==> config.mk <==
export PLATFORM = sky130hd
export DESIGN_NAME = shift_sequencer
export DESIGN_NICKNAME = d
export VERILOG_FILES = /design/src/rtl/shift_sequencer.sv
export SDC_FILE = /design/constraint.sdc
export NUM_CORES = 1
export LEC_CHECK = 0
export ABC_AREA = 1
export CAP_MARGIN = 20
export CORE_MARGIN = 4
export CORE_UTILIZATION = 40
export DETAILED_ROUTE_END_ITERATION = 16
export PLACE_DENSITY = 0.75
export SLEW_MARGIN = 20
export SYNTH_ARGS = -nofsm -noshare
export SYNTH_HDL_FRONTEND = slang
export SYNTH_SLANG_ARGS = --single-unit
==> constraint.sdc <==
create_clock -name clk -period 1.95 [get_ports clk]
set_clock_uncertainty 0.15 [all_clocks]
set_input_delay 0.39 -clock clk [delete_from_list [all_inputs] [get_ports clk]]
set_output_delay 0.39 -clock clk [all_outputs]
set_load 0.005 [all_outputs]
==> src/rtl/shift_sequencer.sv <==
// Multi-cycle shift controller driving an external single-step shifter, one step per clock.
// Optional SHIFT_SEQ_FLAGS_EN adds registered carry-out (cout) and zero-result (zero) flags.
`timescale 1ns/1ps
module shift_sequencer #(
    parameter int WIDTH = 4,
    parameter int SEL_W = 3
) (
    input  logic             clk,
    input  logic             rst,
    input  logic             start,
    input  logic [SEL_W-1:0] op,
    input  logic [SEL_W-1:0] amount,
    input  logic [WIDTH-1:0] din,
    output logic             busy,
    output logic             done,
    output logic [WIDTH-1:0] dout,
    output logic [WIDTH-1:0] shf_word,
    output logic [SEL_W-1:0] shf_sel,
    input  logic [WIDTH-1:0] shf_result
`ifdef SHIFT_SEQ_FLAGS_EN
    ,
    output logic             cout,
    output logic             zero
`endif
);

    typedef enum logic [1:0] {IDLE, SHIFT, DONE} state_t;

    localparam logic [SEL_W-1:0] SEL_PASS = SEL_W'(0);

    state_t           state, state_nx;
    logic [WIDTH-1:0] work_q, work_nx;
    logic [SEL_W-1:0] op_q, op_nx;
    logic [SEL_W-1:0] count_q, count_nx;
    logic             load_dout;

    assign shf_word = work_q;

    always_comb begin
        state_nx  = state;
        work_nx   = work_q;
        op_nx     = op_q;
        count_nx  = count_q;
        load_dout = 1'b0;
        busy      = 1'b0;
        done      = 1'b0;
        shf_sel   = SEL_PASS;
        case (state)
            IDLE: begin
                if (start) begin
                    work_nx  = din;
                    op_nx    = op;
                    count_nx = amount;
                    if (amount == '0) begin
                        state_nx  = DONE;
                        load_dout = 1'b1;
                    end else begin
                        state_nx = SHIFT;
                    end
                end
            end
            SHIFT: begin
                busy     = 1'b1;
                shf_sel  = op_q;
                work_nx  = shf_result;
                count_nx = count_q - 1'b1;
                if (count_q == SEL_W'(1)) begin
                    state_nx  = DONE;
                    load_dout = 1'b1;
                end
            end
            DONE: begin
                busy     = 1'b1;
                done     = 1'b1;
                state_nx = IDLE;
            end
            default: state_nx = IDLE;
        endcase
    end

`ifdef SHIFT_SEQ_FLAGS_EN
    // Bit leaving the word on the final step; zero when no step was taken.
    logic cout_nx;
    always_comb begin
        cout_nx = 1'b0;
        if (state == SHIFT) begin
            case (op_q)
                SEL_W'(1), SEL_W'(3):            cout_nx = work_q[WIDTH-1];
                SEL_W'(2), SEL_W'(4), SEL_W'(5): cout_nx = work_q[0];
                default:                         cout_nx = 1'b0;
            endcase
        end
    end
`endif

    always_ff @(posedge clk) begin
        if (rst) begin
            state   <= IDLE;
            work_q  <= '0;
            op_q    <= '0;
            count_q <= '0;
            dout    <= '0;
`ifdef SHIFT_SEQ_FLAGS_EN
            cout    <= 1'b0;
            zero    <= 1'b0;
`endif
        end else begin
            state   <= state_nx;
            work_q  <= work_nx;
            op_q    <= op_nx;
            count_q <= count_nx;
            if (load_dout) begin
                dout <= work_nx;
`ifdef SHIFT_SEQ_FLAGS_EN
                cout <= cout_nx;
                zero <= (work_nx == '0);
`endif
            end
        end
    end

endmodule

==> metrics, run 1 <==
status finished, final reports clean; Compound-Gate Fraction of Synth Area 11.7%; GRT Util Overall 16.8%; Hold Path Sink count_q[2]; CP cell instances inv_1, ha_1, dlygate4sd2_1; setup TNS 0 ps; clock tree sinks 16; library cell with the largest summed area after synthesis dfxtp_1; Critical Path Source Type register; pre-CTS setup slack about 76 ps; Worst R2R End dout[3]; final WL ~2.2 mm; sw power roughly 270 uW; layout net count roughly 180; initial antenna violation count 0; dpl cells approximately 180; initial core utilization a little over two fifths; Pleak slightly above 0.6 nW; WS Path Type register to output port; Die W roughly 54 um; Area Overhead vs Synth 45.1%; number of max-cap violations 0; Internal Power a little over 600 uW; Synth async-reset ratio 0%; Max-slew headroom 84.0%; die height 54.2 um; Sequential Power Share a little over two fifths; RSZ-0062 raised after global routing no; Synth warnings 0; DRC violations left 0; Non-Filler Instances 186; reg-to-reg setup timing slack around 330 ps; setup slack after layout roughly 150 ps; fmax 555 MHz; vias in the first global route a little under 900; Mean Syn Cell Area 6.84 um2; CP Max Fanout 3; Worst R2R Start state[0]; # rows 16; Seq/Total Area, Yosys roughly 37%; power share of the clock group between 20% and 30%; GR Overflow Total 0; hold path depth 2; simple-gate share of the synthesized area between 30% and 40%; P per Cell Area roughly 710 mW/mm2; Post-synth top cells 35 x nand2_1, 16 x dfxtp_1, 16 x inv_1; Hold WS ~320 ps; count leader, synth nand2_1; wire per inst 11.7 um; post-synthesis cell count 125; routability cong. ~0.85; EDFF count, synth 0; slowest stage delay, CP approximately 380 ps; Max stage delay cell, worst path dfxtp_4; layout cells sized above 1 11.9%; fin crit share between 90% and 100%; vias per cell between 4 and 5; clk_lat worst skew ~290 ps; Die ar. about 0.003 mm2; I/O Buffers 29; Synth Register Bits 16; first-pass GRT wire length roughly 3.6 mm; Post-DP Area about 0.0012 mm2; worst-margin pin slew between 200 and 250 ps; CP delay by family, top flip-flops; Min-Delay Path Class register to register; Iteration-0 DRC Markers 16; Final min period around 1800 ps; clk buf depth 2; # H-tree levels 1; sw frac between 30% and 40%; largest net degree at the start of global routing 10; post-synthesis cell area 855 um2; Root Driver clkbuf_4; syn nets ~150; Reg clk slew, reported paths roughly 100 ps; Synth Flop Type dfxtp_1; DR vias 891; Comb pwr share a little under a third; synth top area cells dfxtp_1 37%, nand2_1 15%, ha_1 7.3%; TritonCTS clock tree done; DRT Pass-1 Iters 5; final antenna diode count 0; Arr. time, crit path approximately 1300 ps; fill count between 150 and 200; XOR/XNOR Fraction of Synth Area 0%; CP Capture Type output port; I/O Pins 30; Critical path buffers and inverters 2; Fin. Hold Viols 0; Synth cell types 16; Final Cell Area approximately 0.0012 mm2; Final HPWL DP around 1.7 mm; largest family of logic cells by synthesized area simple AND/OR/NAND/NOR gates; Setup violations, final 0; post-synth top area share a little under two fifths; Post-DRT Antenna Nets 0; multiplexer share of the synthesized area 0%; count of final max-slew check failures 0; worst reg2reg path depth 10; core area between 0.002 and 0.0025 mm2; VDD IR max between 500 and 600 uV; Worst EP required 1410 ps; Synth Area in Adders about 7.3%; TritonCTS buffer count 3; hold path start count_q[2]
## worst max-delay path by stage
stage | start | endpoint | slack (ps) | cells past startpoint
floorplan | state[0] | dout[2] | 560 | 10
global placement | start | dout[3] | 170 | 8
CTS | state[1] | done | 30 | 3
detailed placement | start | dout[3] | 80 | 8
finish | state[0] | busy | 150 | 3
global route | state[0] | busy | 90 | 3
## routing by layer
| layer | GRT usage, % | wire length, um | part of all wire (%) | vias to the layer above |
|---|---|---|---|---|
| met3 | 4.63 | 183 | 8.4 | 4 |
| met2 | 28.3 | 1040 | 48 | 41 |
| met4 | 8.30 | 20 | 0.92 | 0 |
| met1 | 19.5 | 934 | 43 | 383 |
| li1 | - | - | - | 463 |
| met5 | 0 | 0 | 0 | - |
## layout by cell type (no fill, tap or decap)
master and instances:
buf_4 3, clkbuf_4 3, dlygate4sd2_1 4, dfxtp_4 1, ha_1 4, nand3_1 10
inv_4 1, nand2_1 35, clkbuf_8 1, o21ai_0 9, ha_4 1, nand2_4 1
nand3_4 1, dlymetal6s2s_1 1, nand3b_1 2, nand2_2 3, nor2_1 11, a21oi_1 11
dfxtp_1 14, clkdlybuf4s50_1 24, inv_1 15, dfxtp_2 1, inv_2 3
## power groups by stage
stage	clock (mW)	sequential, mW	combinational, mW
CTS	0.231	0.380	0.271
floorplan	0	0.384	0.155
finish	0.225	0.381	0.271
detailed placement	0	0.386	0.269
global route	0.242	0.386	0.307
global placement	0	0.385	0.261
## metrics by stage
step           util (%)  total power [mW]
4_1_cts            61.7             0.882
5_1_grt            61.9             0.935
3_5_place_dp       59.0             0.655
2_1_floorplan         -             0.539
3_3_place_gp       59.0             0.646
6_report           61.9             0.877
## cells by family after synthesis
logic type | Yosys count
and+or+nand+nor | 63
buffers and inverters | 21
AOI/OAI and AO/OA | 20
DFF | 16
adders and majority gates | 5
## timing repair
action,4_1_cts,5_1_grt
hold endpoints to repair,0,0
setup buffers,1,0
endpoints found under the setup margin,4,1
hold buffers,0,0
resized for setup,9,2
## tightest hold or removal path, cell delays in order (launching register included)
cell and delay [ps]:
dfxtp_1 320, nand2_1 60, a21oi_1 50
## final cells by class
class / count / area, um2 / share of cell area (%)
multi-input combinational: 88 / 460 / 37.1
inverter: 19 / 73.8 / 5.95
timing repair buffer: 32 / 310 / 25.0
sequential: 16 / 325 / 26.2
tap: 27 / 33.8 / 2.72
clock buffer: 4 / 36.3 / 2.93
## registers in the layout, summed over array words and instances, names as in the netlist
register	flops
state	2
op_q	3
count_q	3
dout	4
shf_word	4
Power figures use the tool's default switching activity.
==> run 2: changes to the inputs <==
--- a/config.mk
+++ b/config.mk
@@ -11,6 +11,7 @@
 export CORE_UTILIZATION = 40
 export DETAILED_ROUTE_END_ITERATION = 16
 export PLACE_DENSITY = 0.75
+export SETUP_SLACK_MARGIN = 0.5
 export SLEW_MARGIN = 20
 export SYNTH_ARGS = -nofsm -noshare
 export SYNTH_HDL_FRONTEND = slang
==> run 2 against run 1 <==
- global-route usage up 2.2 points
- non-clock buffer count is 16 higher
- sequential power is 2% higher
- critical path type is now register to register
==> metrics, run 2 (synthesis gave the netlist of run 1 again) <==
status finished, final reports clean; WS Path Type register to register; Pleak approximately 0.73 nW; Worst R2R End dout[1]; DR vias between 900 and 1000; I/O Buffers 29; final core occ about four fifths; TritonCTS buffer count 3; fmax between 500 and 600 MHz; setup TNS 0 ps; Iteration-0 DRC Markers 11; commonest non-fill, non-tap cell in the layout nand2_1; layout net count approximately 200; initial core utilization a little over two fifths; clk buf depth 2; Critical Path Source Type register; Die W 54.2 um; Worst R2R Start state[1]; largest net degree at the start of global routing 10; layout cells sized above 1 a little over two fifths; CP Capture Type register; pre-CTS setup slack roughly 76 ps; Fin. Hold Viols 0; worst-margin pin slew ~370 ps; TritonCTS clock tree done; Final HPWL DP 1.72 mm; vias per cell between 4 and 5; die height ~54 um; Die ar. 0.00294 mm2; Final min period 1710 ps; # H-tree levels 1; Root Driver clkbuf_4; VDD IR max about 530 uV; GRT Util Overall 19.0%; Setup violations, final 0; CP delay by family, top buffers and inverters; fill count about 140; Post-DRT Antenna Nets 0; GR Overflow Total 0; P per Cell Area between 600 and 700 mW/mm2; slowest stage delay, CP ~370 ps; Max-slew headroom around three quarters; Reg clk slew, reported paths approximately 100 ps; RSZ-0062 raised after global routing yes; worst setup path startpoint state[1]; initial antenna violation count 0; CP Capture Point dout[1]; # rows 16; routability cong. around 0.85; DRC violations left 0; core area between 0.002 and 0.0025 mm2; DRT Pass-1 Iters 4; Critical path buffers and inverters 6; highest-count cells in the layout ignoring fill and taps 28 x nand2_1, 15 x clkdlybuf4s50_1, 11 x inv_1, 11 x nor2_1, 11 x buf_4; setup slack after layout between 200 and 250 ps; CP cell instances inv_4, ha_4, buf_6, buf_4, buf_12, buf_6, nand2_1, nand2_1, inv_2, nand2_2, nand2_2, a21oi_2; Worst EP required around 2000 ps; first-pass GRT wire length 3.99 mm; clk_lat worst skew 290 ps; reg-to-reg setup timing slack roughly 240 ps; Crit path depth 12; Min-Delay Path Class register to register; Arr. time, crit path approximately 1700 ps; vias in the first global route a little over 900; count of final max-slew check failures 0; fin crit share 87.4%; CP Max Fanout 8; Max stage delay cell, worst path dfxtp_2; final WL about 2.7 mm; number of max-cap violations 0; wire per inst about 13 um; I/O Pins 30; clock tree sinks 16; hold buffer count at cts 0; worst reg2reg path depth 12; final antenna diode count 0; Area Overhead vs Synth 83.0%
[run 2: cell count changes in the layout (fill, tap and decap cells not counted), moves of 6 or more]
cell | previous run | this run
buf_4 | 3 | 11
a21oi_2 | 0 | 6
nand2_1 | 35 | 28
buf_6 | 0 | 9
o21ai_0 | 9 | 3
dfxtp_2 | 1 | 9
dfxtp_1 | 14 | 6
a21oi_1 | 11 | 5
clkdlybuf4s50_1 | 24 | 15
[run 2: layout make-up]
class                   instances  area [um2]  share of cell area [%]
repair buffers                 48         447                    28.6
multi-input cells              88         611                    39.0
flip-flops and latches         16         335                    21.4
well taps                      27        33.8                    2.16
clock buffers                   4        36.3                    2.32
inverters                      19         101                    6.48
[run 2: repair_timing]
| action | in CTS | in global routing |
|---|---|---|
| pin swaps | 15 | 7 |
| resized for setup | 81 | 30 |
| endpoints found under the setup margin | 24 | 23 |
| buffers inserted | 11 | 6 |
[run 2: how the worst min path moves through the flow]
stage | start | endpoint | depth (start not counted)
2_1_floorplan | count_q[2] | count_q[2] | 2
3_3_place_gp | count_q[2] | count_q[2] | 2
3_5_place_dp | count_q[2] | count_q[2] | 2
4_1_cts | count_q[2] | count_q[2] | 2
5_1_grt | shf_word[2] | shf_word[2] | 2
6_report | shf_word[2] | shf_word[2] | 2
[run 2: worst register-to-register path, cell delays in order, from the launching register on]
cell	delay [ps]
dfxtp_2	370
inv_4	50
ha_4	150
buf_6	120
buf_4	130
buf_12	140
buf_6	120
nand2_1	50
nand2_1	80
inv_2	80
nand2_2	50
nand2_2	70
a21oi_2	50
[run 2: stage by stage]
step,hold WS [ps],cells,total power [mW],cell area [um2]
global route,350,202,1.13,1560
CTS,327,196,0.986,1420
finish,327,202,1.07,1560
global placement,303,181,0.646,1180
detailed placement,313,181,0.655,1180
floorplan,289,125,0.539,855
[run 2: layer usage]
layer	wire length (um)	GRT usage, %	vias up
li1	-	-	499
met1	1080	21.1	449
met2	1440	35.3	42
met3	147	4.09	6
met4	28	6.22	0
met5	0	0	-
[run 2: report_power, final]
part	switching, mW	leakage [nW]	total [mW]	internal, mW
Sequential	0.0224	0.136	0.387	0.364
Combinational	0.231	0.578	0.454	0.223
Clock	0.111	0.0210	0.224	0.114
==> run 3: changes to the inputs <==
--- a/config.mk
+++ b/config.mk
@@ -6,13 +6,13 @@
 export NUM_CORES = 1
 export LEC_CHECK = 0
 export ABC_AREA = 1
-export CAP_MARGIN = 20
-export CORE_MARGIN = 4
+export CAP_MARGIN = 10
+export CORE_MARGIN = 2
 export CORE_UTILIZATION = 40
 export DETAILED_ROUTE_END_ITERATION = 16
 export PLACE_DENSITY = 0.75
 export SETUP_SLACK_MARGIN = 0.5
-export SLEW_MARGIN = 20
+export SLEW_MARGIN = 10
 export SYNTH_ARGS = -nofsm -noshare
 export SYNTH_HDL_FRONTEND = slang
 export SYNTH_SLANG_ARGS = --single-unit
==> run 3 against run 2 <==
- first-iteration DRC count grew to 2.5 times the previous value
- cell count is the same
- cell area increased by 2.3%
- total power is 1.7% higher
- register-to-register slack better by 60 ps
- worst setup slack better by 0.50 ps
- die area shrank 14%
- sequential cell count stayed put
- wire length is 7.4% higher
==> metrics, run 3 (synthesis gave the netlist of run 1 again) <==
Worst EP required ~1400 ps; core area about 0.0020 mm2; I/O Pins 30; die height around 50 um; Critical Path Source Type register; largest net degree at the start of global routing 10; Sequential Power Share a little over a third; Setup violations, final 0; Non-Filler Instances just over 200; Min-Delay Path Class register to register; clock tree sinks 16; fill count approximately 120; Reg clk slew, reported paths approximately 100 ps; setup slack after layout 245 ps; worst-margin pin slew ~330 ps; Final min period ~1700 ps; layout cells sized above 1 a little under half; CP Max Fanout 4; hold path start count_q[2]; Worst R2R Start state[1]; clk_lat worst skew 290 ps; DRC violations left 0; highest-count cells in the layout ignoring fill and taps 27 x nand2_1, 15 x clkdlybuf4s50_1, 12 x buf_4, 10 x inv_1; power share of the clock group 21.0%; wire per inst 14.3 um; Die ar. ~0.0025 mm2; sw power between 300 and 400 uW; layout net count between 150 and 200; CP Capture Type output port; initial core utilization a little over two fifths; I/O Buffers 29; status finished, final reports clean; number of max-cap violations 0; Worst R2R End dout[1]; routability cong. between 0.8 and 0.9; DR vias roughly 990; VDD IR max between 400 and 500 uV; final antenna diode count 0; GRT Util Overall 21.4%; initial antenna violation count 0; Hold Path Sink count_q[2]; vias in the first global route 934; fin crit share 87.4%; hold buffer count at cts 0; Arr. time, crit path 1160 ps; hold path depth 2; fmax a little under 600 MHz; TritonCTS buffer count 3; DRT Pass-1 Iters 4; setup TNS 0 ps; sw frac between 30% and 40%; # H-tree levels 1; vias per cell 4.92; Iteration-0 DRC Markers 28; GR Overflow Total 0; first-pass GRT wire length 4.12 mm; Root Driver clkbuf_4; Fin. Hold Viols 0; WS Path Type register to output port; count of final max-slew check failures 0; Area Overhead vs Synth 87.3%; commonest non-fill, non-tap cell in the layout nand2_1; Max-slew headroom around 80%; Hold WS about 340 ps; TritonCTS clock tree done; final WL roughly 2.9 mm; RSZ-0062 raised after global routing yes; P per Cell Area 677 mW/mm2; reg-to-reg setup timing slack approximately 300 ps; worst reg2reg path depth 11; Post-DRT Antenna Nets 0; Final HPWL DP 1.65 mm; Internal Power 703 uW; Comb pwr share about 43%; # rows 16; dpl cells about 180; clk buf depth 2; Die W 50.2 um; pre-CTS setup slack approximately 120 ps; Pleak ~0.74 nW
## run 3: changes by cell type in the layout (fill, tap and decap cells not counted), sizes merged
| cell | change |
|---|---|
| dlygate4sd2 | +3 |
| clkdlybuf4s15 | -2 |
| clkbuf | -1 |
## run 3: power by group through the flow
stage	registers, mW	logic [mW]	clock network, mW
after floorplan	0.384	0.155	0
after global placement	0.385	0.261	0
after detailed placement	0.387	0.267	0
after CTS	0.384	0.378	0.216
after global routing	0.391	0.506	0.247
final	0.387	0.469	0.227
## run 3: worst max path at each step
stage / startpoint / to / slack [ps] / cells past startpoint
floorplan: state[0] / dout[2] / 560 / 10
global placement: start / dout[3] / 170 / 8
detailed placement: start / dout[2] / 120 / 8
CTS: state[1] / busy / 280 / 4
global route: state[1] / shf_sel[1] / 220 / 6
finish: state[1] / shf_sel[2] / 250 / 6
## run 3: metrics by stage
stage | total power [mW] | utilization (%) | area, um2
6_report | 1.08 | 80.7 | 1600
5_1_grt | 1.14 | 80.7 | 1600
4_1_cts | 0.978 | 72.9 | 1450
3_5_place_dp | 0.654 | 59.6 | 1180
3_3_place_gp | 0.647 | 59.6 | 1180
2_1_floorplan | 0.539 | - | 855
## run 3: layout make-up
cell class | instances | area, um2 | share of cell area [%]
clock buffer | 4 | 36.3 | 2.27
inverter | 19 | 93.8 | 5.86
multi-input combinational | 88 | 657 | 41.0
sequential | 16 | 335 | 21.0
tap | 27 | 33.8 | 2.11
timing repair buffer | 48 | 444 | 27.8
## run 3: timing repair
action,in CTS,in global routing
setup buffers,9,8
endpoints found under the setup margin,24,24
pin swaps,18,14
gates resized for setup,85,30
## run 3: routing by layer
metal / GRT usage [%] / vias up / wire (um)
li1: - / 495 / -
met1: 23.1 / 447 / 1190
met2: 43.2 / 39 / 1520
met3: 3.57 / 12 / 135
met4: 2.78 / 0 / 46
met5: 0 / - / 0
## run 3: worst max-delay path: stages, from the launching register on
cell and delay [ps]:
dfxtp_2 350, inv_2 50, ha_4 160, buf_6 120
nand2_2 60, inv_2 40, buf_6 100
